==> src/rtl/wrr_dispatch_pkg.sv <==
// Shared types and constants for the weighted round-robin ALU dispatcher.
//   DEF_*          : default parameter values for the dispatcher
//   OPC_OP         : major opcode of register-register integer ops
//   state_e        : dispatcher FSM states
//   is_divide()    : true for DIV/DIVU/REM/REMU
package wrr_dispatch_pkg;

    localparam int DEF_NUM_THREADS = 4;
    localparam int DEF_NUM_ALUS    = 2;
    localparam int DEF_WEIGHT_W    = 4;

    localparam logic [6:0] OPC_OP        = 7'h33;
    localparam logic [6:0] FUNCT7_MULDIV = 7'b0000001;

    typedef enum logic {
        ST_STARTUP,
        ST_RUN
    } state_e;

    // funct3[2] separates the divide/remainder group from the multiplies.
    function automatic logic is_divide(input logic [6:0] opc, input logic [31:0] instr);
        return (opc == OPC_OP) && (instr[31:25] == FUNCT7_MULDIV) && instr[14];
    endfunction

endpackage

==> src/rtl/wrr_pick.sv <==
// Max-weight selector: returns the index of the masked-in entry with the
// highest weight, lowest index winning ties.
//   weight_i : per-entry effective weight
//   mask_i   : entries allowed to compete
//   found_o  : at least one entry was allowed
//   idx_o    : winning index, N when nothing was found
module wrr_pick
    import wrr_dispatch_pkg::*;
#(
    parameter  int N     = DEF_NUM_THREADS,
    parameter  int EW    = DEF_WEIGHT_W + 1,
    localparam int IDX_W = $clog2(N + 1)
) (
    input  logic [N-1:0][EW-1:0] weight_i,
    input  logic [N-1:0]         mask_i,
    output logic                 found_o,
    output logic [IDX_W-1:0]     idx_o
);

    logic          found;
    logic [EW-1:0] best_w;

    // NOTE: every variable gets a default before the loop so no path leaves
    // it unassigned, which would otherwise infer a latch.
    always_comb begin
        found  = 1'b0;
        idx_o  = IDX_W'(N);
        best_w = '0;
        // Strictly-greater replacement keeps the lowest index on ties.
        for (int t = 0; t < N; t++) begin
            if (mask_i[t] && (!found || (weight_i[t] > best_w))) begin
                found  = 1'b1;
                idx_o  = IDX_W'(t);
                best_w = weight_i[t];
            end
        end
        found_o = found;
    end

endmodule

==> src/rtl/wrr_dispatch.sv <==
// Weighted round-robin dispatcher: issues up to NUM_ALUS threads per cycle
// to ALU slots, highest effective weight first, with a divide bonus, a
// post-divide hold-off and weight rotation on every granting cycle.
//   clk, rst    : clock, synchronous active-high reset
//   req_valid   : thread has an instruction to issue
//   opcode, ins : decoded opcode (0 = bubble) and raw instruction per thread
//   alu_ready   : ALU slot can accept an issue
//   grant_valid : ALU slot receives a thread this cycle
//   grant_tid   : granted thread per slot, NUM_THREADS when idle
//   thread_ack  : thread was granted to some slot this cycle
// Optional: define DISPATCH_AGING_EN to add a per-thread starvation age to
// the effective weight.
module wrr_dispatch
    import wrr_dispatch_pkg::*;
#(
    parameter  int NUM_THREADS  = DEF_NUM_THREADS,
    parameter  int NUM_ALUS     = DEF_NUM_ALUS,
    parameter  int WEIGHT_W     = DEF_WEIGHT_W,
    parameter  int DIV_HOLD     = 2,
    parameter  int DIV_BONUS    = 4,
    parameter  int STARTUP_HOLD = 2,
    localparam int TID_W        = $clog2(NUM_THREADS + 1)
) (
    input  logic                               clk,
    input  logic                               rst,
    input  logic [NUM_THREADS-1:0]             req_valid,
    input  logic [NUM_THREADS-1:0][6:0]        opcode,
    input  logic [NUM_THREADS-1:0][31:0]       ins,
    input  logic [NUM_ALUS-1:0]                alu_ready,
    output logic [NUM_ALUS-1:0]                grant_valid,
    output logic [NUM_ALUS-1:0][TID_W-1:0]     grant_tid,
    output logic [NUM_THREADS-1:0]             thread_ack
);

    localparam int EW     = WEIGHT_W + 1;
    localparam int HOLD_W = (DIV_HOLD > 0) ? $clog2(DIV_HOLD + 1) : 1;
    localparam int SCNT_W = (STARTUP_HOLD > 0) ? $clog2(STARTUP_HOLD + 1) : 1;
    localparam logic [EW-1:0] EFF_MAX = '1;

    state_e                                 state_q;
    logic [SCNT_W-1:0]                      startup_cnt_q;
    logic [NUM_THREADS-1:0][WEIGHT_W-1:0]   weight_q, weight_d;
    logic [NUM_THREADS-1:0][HOLD_W-1:0]     hold_q, hold_d;
`ifdef DISPATCH_AGING_EN
    logic [NUM_THREADS-1:0][WEIGHT_W-1:0]   age_q, age_d;
`endif

    logic [NUM_THREADS-1:0]                 div_t;
    logic [NUM_THREADS-1:0]                 eligible;
    logic [NUM_THREADS-1:0][EW-1:0]         eff_w;
    logic [31:0]                            sum;

    // Eligibility and saturating effective weight per thread.
    always_comb begin
        sum = '0;
        for (int t = 0; t < NUM_THREADS; t++) begin
            div_t[t]    = is_divide(opcode[t], ins[t]);
            eligible[t] = req_valid[t] && (opcode[t] != '0) && (hold_q[t] == '0);
            sum = 32'(weight_q[t]) + (div_t[t] ? 32'(DIV_BONUS) : 32'd0);
`ifdef DISPATCH_AGING_EN
            sum = sum + 32'(age_q[t]);
`endif
            eff_w[t] = (sum > 32'(EFF_MAX)) ? EFF_MAX : sum[EW-1:0];
        end
    end

    // One picker per ALU; each sees the threads not taken by lower slots.
    for (genvar j = 0; j < NUM_ALUS; j++) begin : g_alu
        logic [NUM_THREADS-1:0] taken_in;
        logic [NUM_THREADS-1:0] taken_out;
        logic                   found;
        logic [TID_W-1:0]       idx;
        logic                   gv;

        if (j == 0) begin : g_first
            assign taken_in = '0;
        end else begin : g_next
            assign taken_in = g_alu[j-1].taken_out;
        end

        wrr_pick #(
            .N  (NUM_THREADS),
            .EW (EW)
        ) u_pick (
            .weight_i (eff_w),
            .mask_i   (eligible & ~taken_in),
            .found_o  (found),
            .idx_o    (idx)
        );

        // A non-ready slot stays idle and leaves its candidate to the next slot.
        assign gv           = (state_q == ST_RUN) && alu_ready[j] && found;
        assign taken_out    = taken_in | (gv ? (NUM_THREADS'(1) << idx) : '0);
        assign grant_valid[j] = gv;
        assign grant_tid[j]   = gv ? idx : TID_W'(NUM_THREADS);
    end

    always_comb begin
        thread_ack = '0;
        for (int j = 0; j < NUM_ALUS; j++) begin
            for (int t = 0; t < NUM_THREADS; t++) begin
                if (grant_valid[j] && (grant_tid[j] == TID_W'(t))) thread_ack[t] = 1'b1;
            end
        end
    end

    // Next-state for per-thread state; committed only in RUN.
    always_comb begin
        weight_d = weight_q;
        hold_d   = hold_q;
`ifdef DISPATCH_AGING_EN
        age_d    = age_q;
`endif
        for (int t = 0; t < NUM_THREADS; t++) begin
            if (thread_ack[t] && div_t[t]) begin
                hold_d[t] = HOLD_W'(DIV_HOLD);
            end else if (hold_q[t] != '0) begin
                hold_d[t] = hold_q[t] - HOLD_W'(1);
            end
            // Thread t inherits the weight of t-1; thread 0 wraps from the top.
            if (|grant_valid) begin
                weight_d[t] = weight_q[(t + NUM_THREADS - 1) % NUM_THREADS];
            end
`ifdef DISPATCH_AGING_EN
            if (thread_ack[t]) begin
                age_d[t] = '0;
            end else if (eligible[t] && (age_q[t] != '1)) begin
                age_d[t] = age_q[t] + WEIGHT_W'(1);
            end
`endif
        end
    end

    // NOTE: sequential state uses non-blocking assignments so every register
    // samples the pre-edge values regardless of statement order.
    always_ff @(posedge clk) begin
        if (rst) begin
            state_q       <= ST_STARTUP;
            startup_cnt_q <= SCNT_W'(STARTUP_HOLD);
            hold_q        <= '0;
            for (int t = 0; t < NUM_THREADS; t++) begin
                weight_q[t] <= WEIGHT_W'(NUM_THREADS - t);
            end
`ifdef DISPATCH_AGING_EN
            age_q         <= '0;
`endif
        end else begin
            case (state_q)
                ST_STARTUP: begin
                    if (startup_cnt_q <= SCNT_W'(1)) state_q <= ST_RUN;
                    else startup_cnt_q <= startup_cnt_q - SCNT_W'(1);
                end
                ST_RUN: begin
                    weight_q <= weight_d;
                    hold_q   <= hold_d;
`ifdef DISPATCH_AGING_EN
                    age_q    <= age_d;
`endif
                end
                default: state_q <= ST_STARTUP;
            endcase
        end
    end

endmodule

==> config.mk <==
export PLATFORM = sky130hd
export DESIGN_NAME = wrr_dispatch
export DESIGN_NICKNAME = d
export VERILOG_FILES = /design/src/rtl/wrr_dispatch_pkg.sv /design/src/rtl/wrr_pick.sv /design/src/rtl/wrr_dispatch.sv
export SDC_FILE = /design/constraint.sdc
export NUM_CORES = 1
export LEC_CHECK = 0
export BUFFER_PORTS_ARGS = -buffer_cell sky130_fd_sc_hd__buf_2
export CAP_MARGIN = 25
export CORE_ASPECT_RATIO = 0.9
export CORE_MARGIN = 1
export CORE_UTILIZATION = 42
export DETAILED_ROUTE_END_ITERATION = 7
export PLACE_DENSITY = 0.79
export SYNTH_ARGS = -nofsm -noshare
export SYNTH_HDL_FRONTEND = slang
export SYNTH_HIERARCHICAL = 1
export SYNTH_SLANG_ARGS = --single-unit
==> constraint.sdc <==
create_clock -name clk -period 10.2 [get_ports clk]
set_clock_uncertainty 0.2 [all_clocks]
set_input_delay 1.02 -clock clk [delete_from_list [all_inputs] [get_ports clk]]
set_output_delay 1.02 -clock clk [all_outputs]
set_load 0.01 [all_outputs]
==> flow_metrics.tcl <==
set metrics [dict create \
    antenna_found_initial 0 \
    synthesis.nets 646 \
    ioPinCount 176 \
    drive_above_1_share_pct 54.8 \
    post-synth-top-area-cell "dfxtp_1" \
    tns_ns -14.02 \
    viasPerCell 6.38 \
    numCtsBuffers 3 \
    path_class "in2out" \
    dr_wl_met3_mm 1.51 \
    design_area_sq_um 5730 \
    seqCellArea_sq_um 541 \
    cts_tree "built" \
    synth-seq-cells 27 \
    h-tree-depth 1 \
    core_area_sq_um 7540 \
    cp.required_ns 8.98 \
    syn-cell-area_sq_um 3280 \
    clock-root-buffer "clkbuf_8" \
    cts.sinks 27 \
    vdd_drop_max_mv 0.105 \
    dr.max_layer_used "met4" \
    fin_ws_ns -1.30 \
    drt_iter0_drc 430 \
    drcViolationCount 0 \
    placementRows 30 \
    timing.fmax_mhz 87.0 \
    wl_per_cell_um 21.5 \
    syn_inst 440 \
    multi_input_area_sq_um 3280 \
    cts_max_path_buffers 2 \
    first_pass_iters 6 \
    wirelength_mm 15.9 \
    syn2layout_area_growth_pct 74.4 \
    synth_cell_types 53 \
    place_hpwl_mm 8.68 \
    ys.flop_type "dfxtp_1" \
    rsz0062_at_grt "yes" \
    total_power_uw 1310 \
    gp_congestion 0.930 \
    wl_met1_mm 5.60 \
    worstMarginPinSlew_ns 0.962 \
    p_leak_uw 0.00265 \
    setup_viol 32 \
    status "finished with violations" \
    drtAntennaViolNets 0 \
    ctsHoldBuffers 0 \
    num_vias 4704 \
    fin_crit_ns 11.50 \
    final_nets 848 \
    critPathMaxFanout 8 \
    startpoint "ins[62]" \
    dp_worst_setup_slack_ns -0.972 \
    seq_area_frac_synth_pct 16.5 \
    synth.avg_cell_area_sq_um 7.46 \
    die_x_um 95.2 \
    grt_pass1_wl_mm 21.0 \
    utilization_pct 75.9 \
    synth_async_sr_flop_share_pct 0 \
    reg2reg_from "hold_q[0]" \
    worstHoldStart "hold_q[2]" \
    worst_hold_path_type "reg2reg" \
    post_dp_cell_area_sq_um 4460 \
    fillers 462 \
    cpMaxStageDelayCell "o41ai_2" \
    overflow 0 \
    end_kind "output port" \
    worstPathArrival_ns 10.28 \
    maxSlewHeadroom_pct 35.9 \
    startpoint_type "primary input" \
    grt_max_degree 28 \
    io_buffer_count 79 \
    clk_latency_ns 0.28 \
    ys_top_cells_by_area "dfxtp_1 (16%), ha_1 (16%), nand2_1 (7.8%)" \
    yosysTopAreaCellShare_pct 16.5 \
    synth_edf_count 0 \
    hold_viol 0 \
    pwr_density_cell_nw_per_um2 230 \
    timing.final.max_slew_violations 0 \
    violations "setup timing" \
    die_area_sq_um 8180 \
    post-route-period-util_pct 113 \
    grt_pass1_vias 4332 \
    die_y_um 85.9 \
    globalRouteTotalUtil_pct 33.3 \
    start_util_pct 43.5 \
    cap_violations 0 \
    yosys_warnings 6 \
    cts.reportedPaths.clkPinSlew_ns 0.09 \
    n_antenna_cell 0 \
    dr_wl_met2_mm 7.45 \
    cp_slowest_stage_delay_ns 0.46 \
]
[what timing repair did]
action	CTS	global route
resized for setup	73	44
setup endpoints to repair	12	32
pin swaps	55	70
buffers inserted	52	23
[area by class of cell]
| cell class | count | share of cell area [%] |
|---|---|---|
| clock buffers | 4 | 0.787 |
| inverters | 34 | 2.23 |
| multi-input cells | 344 | 57.3 |
| flip-flops and latches | 27 | 9.44 |
| well taps | 96 | 2.10 |
| repair buffers | 232 | 28.1 |
[flip-flops by register name (all words and copies together) (netlist names)]
name	count
hold_q	8
startup_cnt_q	2
state_q	1
weight_q	16
[power breakdown]
part           switching [uW]  leakage (uW)  internal [uW]
Clock                    34.0     0.0000228           28.1
Sequential               39.7      0.000220            126
Combinational             573       0.00240            514
Total                     647       0.00265            668
[Yosys cell counts, types with 5 or more instances]
cell type	n
nand3_1	10
nand2b_1	12
a311o_1	8
and2_1	5
nand4_1	10
inv_1	34
nand2_1	68
nor3_1	8
clkbuf_1	24
a21oi_1	25
o22a_1	8
a211oi_1	10
a31oi_1	6
o31ai_1	18
buf_2	6
nor2b_1	5
dfxtp_1	27
ha_1	42
nor2_1	25
nand3b_1	7
[path summary, 6_finish.rpt]
| kind | end | slack (ns) | depth (start not counted) |
|---|---|---|---|
| worst max register to register | hold_q[6] | 0.05 | 49 |
| worst min-delay path | hold_q[2] | 0.30 | 2 |
| worst max-delay path | thread_ack[0] | -1.30 | 44 |
| worst min register to register | hold_q[2] | 0.30 | 2 |
[kinds of logic (layout without fill, tap and decap cells)]
family	after synthesis	in the layout	synth area share (%)
flops	27	27	16.5
compound gates	114	114	27.2
fa+ha+maj	42	42	16.0
buf+inv	69	270	8.69
simple gates	186	186	31.1
xor+xnor	2	2	0.533
[worst max-delay path: cells and delay by family]
family | cells | cell delay (ns)
compound gates | 18 | 4.28
fa+ha+maj | 8 | 2.19
simple gates | 12 | 1.89
buf+inv | 6 | 0.87
[cell usage in the layout, fill, tap and decap left out, types with 3 or more instances in the layout]
cell type / Yosys / final
nor3_1: 8 / 6
o32ai_4: 0 / 3
o31a_1: 4 / 4
nor2b_1: 5 / 3
nand4_1: 10 / 10
o22a_1: 8 / 8
buf_6: 1 / 14
nand3_1: 10 / 6
o31ai_4: 2 / 8
nand2b_4: 0 / 3
nand2_4: 0 / 6
nand3_2: 0 / 4
buf_2: 6 / 73
o31ai_2: 0 / 11
a31oi_4: 0 / 4
and2_1: 5 / 3
a22o_1: 4 / 4
ha_4: 0 / 10
and4b_1: 4 / 4
dfxtp_1: 27 / 27
nand3b_1: 7 / 7
nor3_2: 3 / 4
a21oi_1: 25 / 21
a311o_1: 8 / 8
a21oi_2: 0 / 3
nand2b_1: 12 / 9
nor2_1: 25 / 23
nand2_2: 2 / 8
a211oi_4: 0 / 6
nor4_1: 4 / 4
clkbuf_8: 0 / 3
ha_1: 42 / 32
nand2_1: 68 / 56
buf_4: 3 / 145
inv_1: 34 / 32
nor4bb_1: 4 / 3
[per-layer routing]
metal | global-route usage [%] | vias up
met5 | 0 | -
met4 | 20.1 | 0
met3 | 7.00 | 143
met1 | 37.3 | 2174
li1 | - | 2012
met2 | 57.2 | 375
[per-stage QoR]
stage                     hold slack (ns)  instances
after global placement              0.240        661
after global routing                0.331        737
after CTS                           0.266        716
after detailed placement            0.253        661
final                               0.298        737
after floorplan                     0.232        440
No activity file was read; power rests on OpenSTA's default activity.
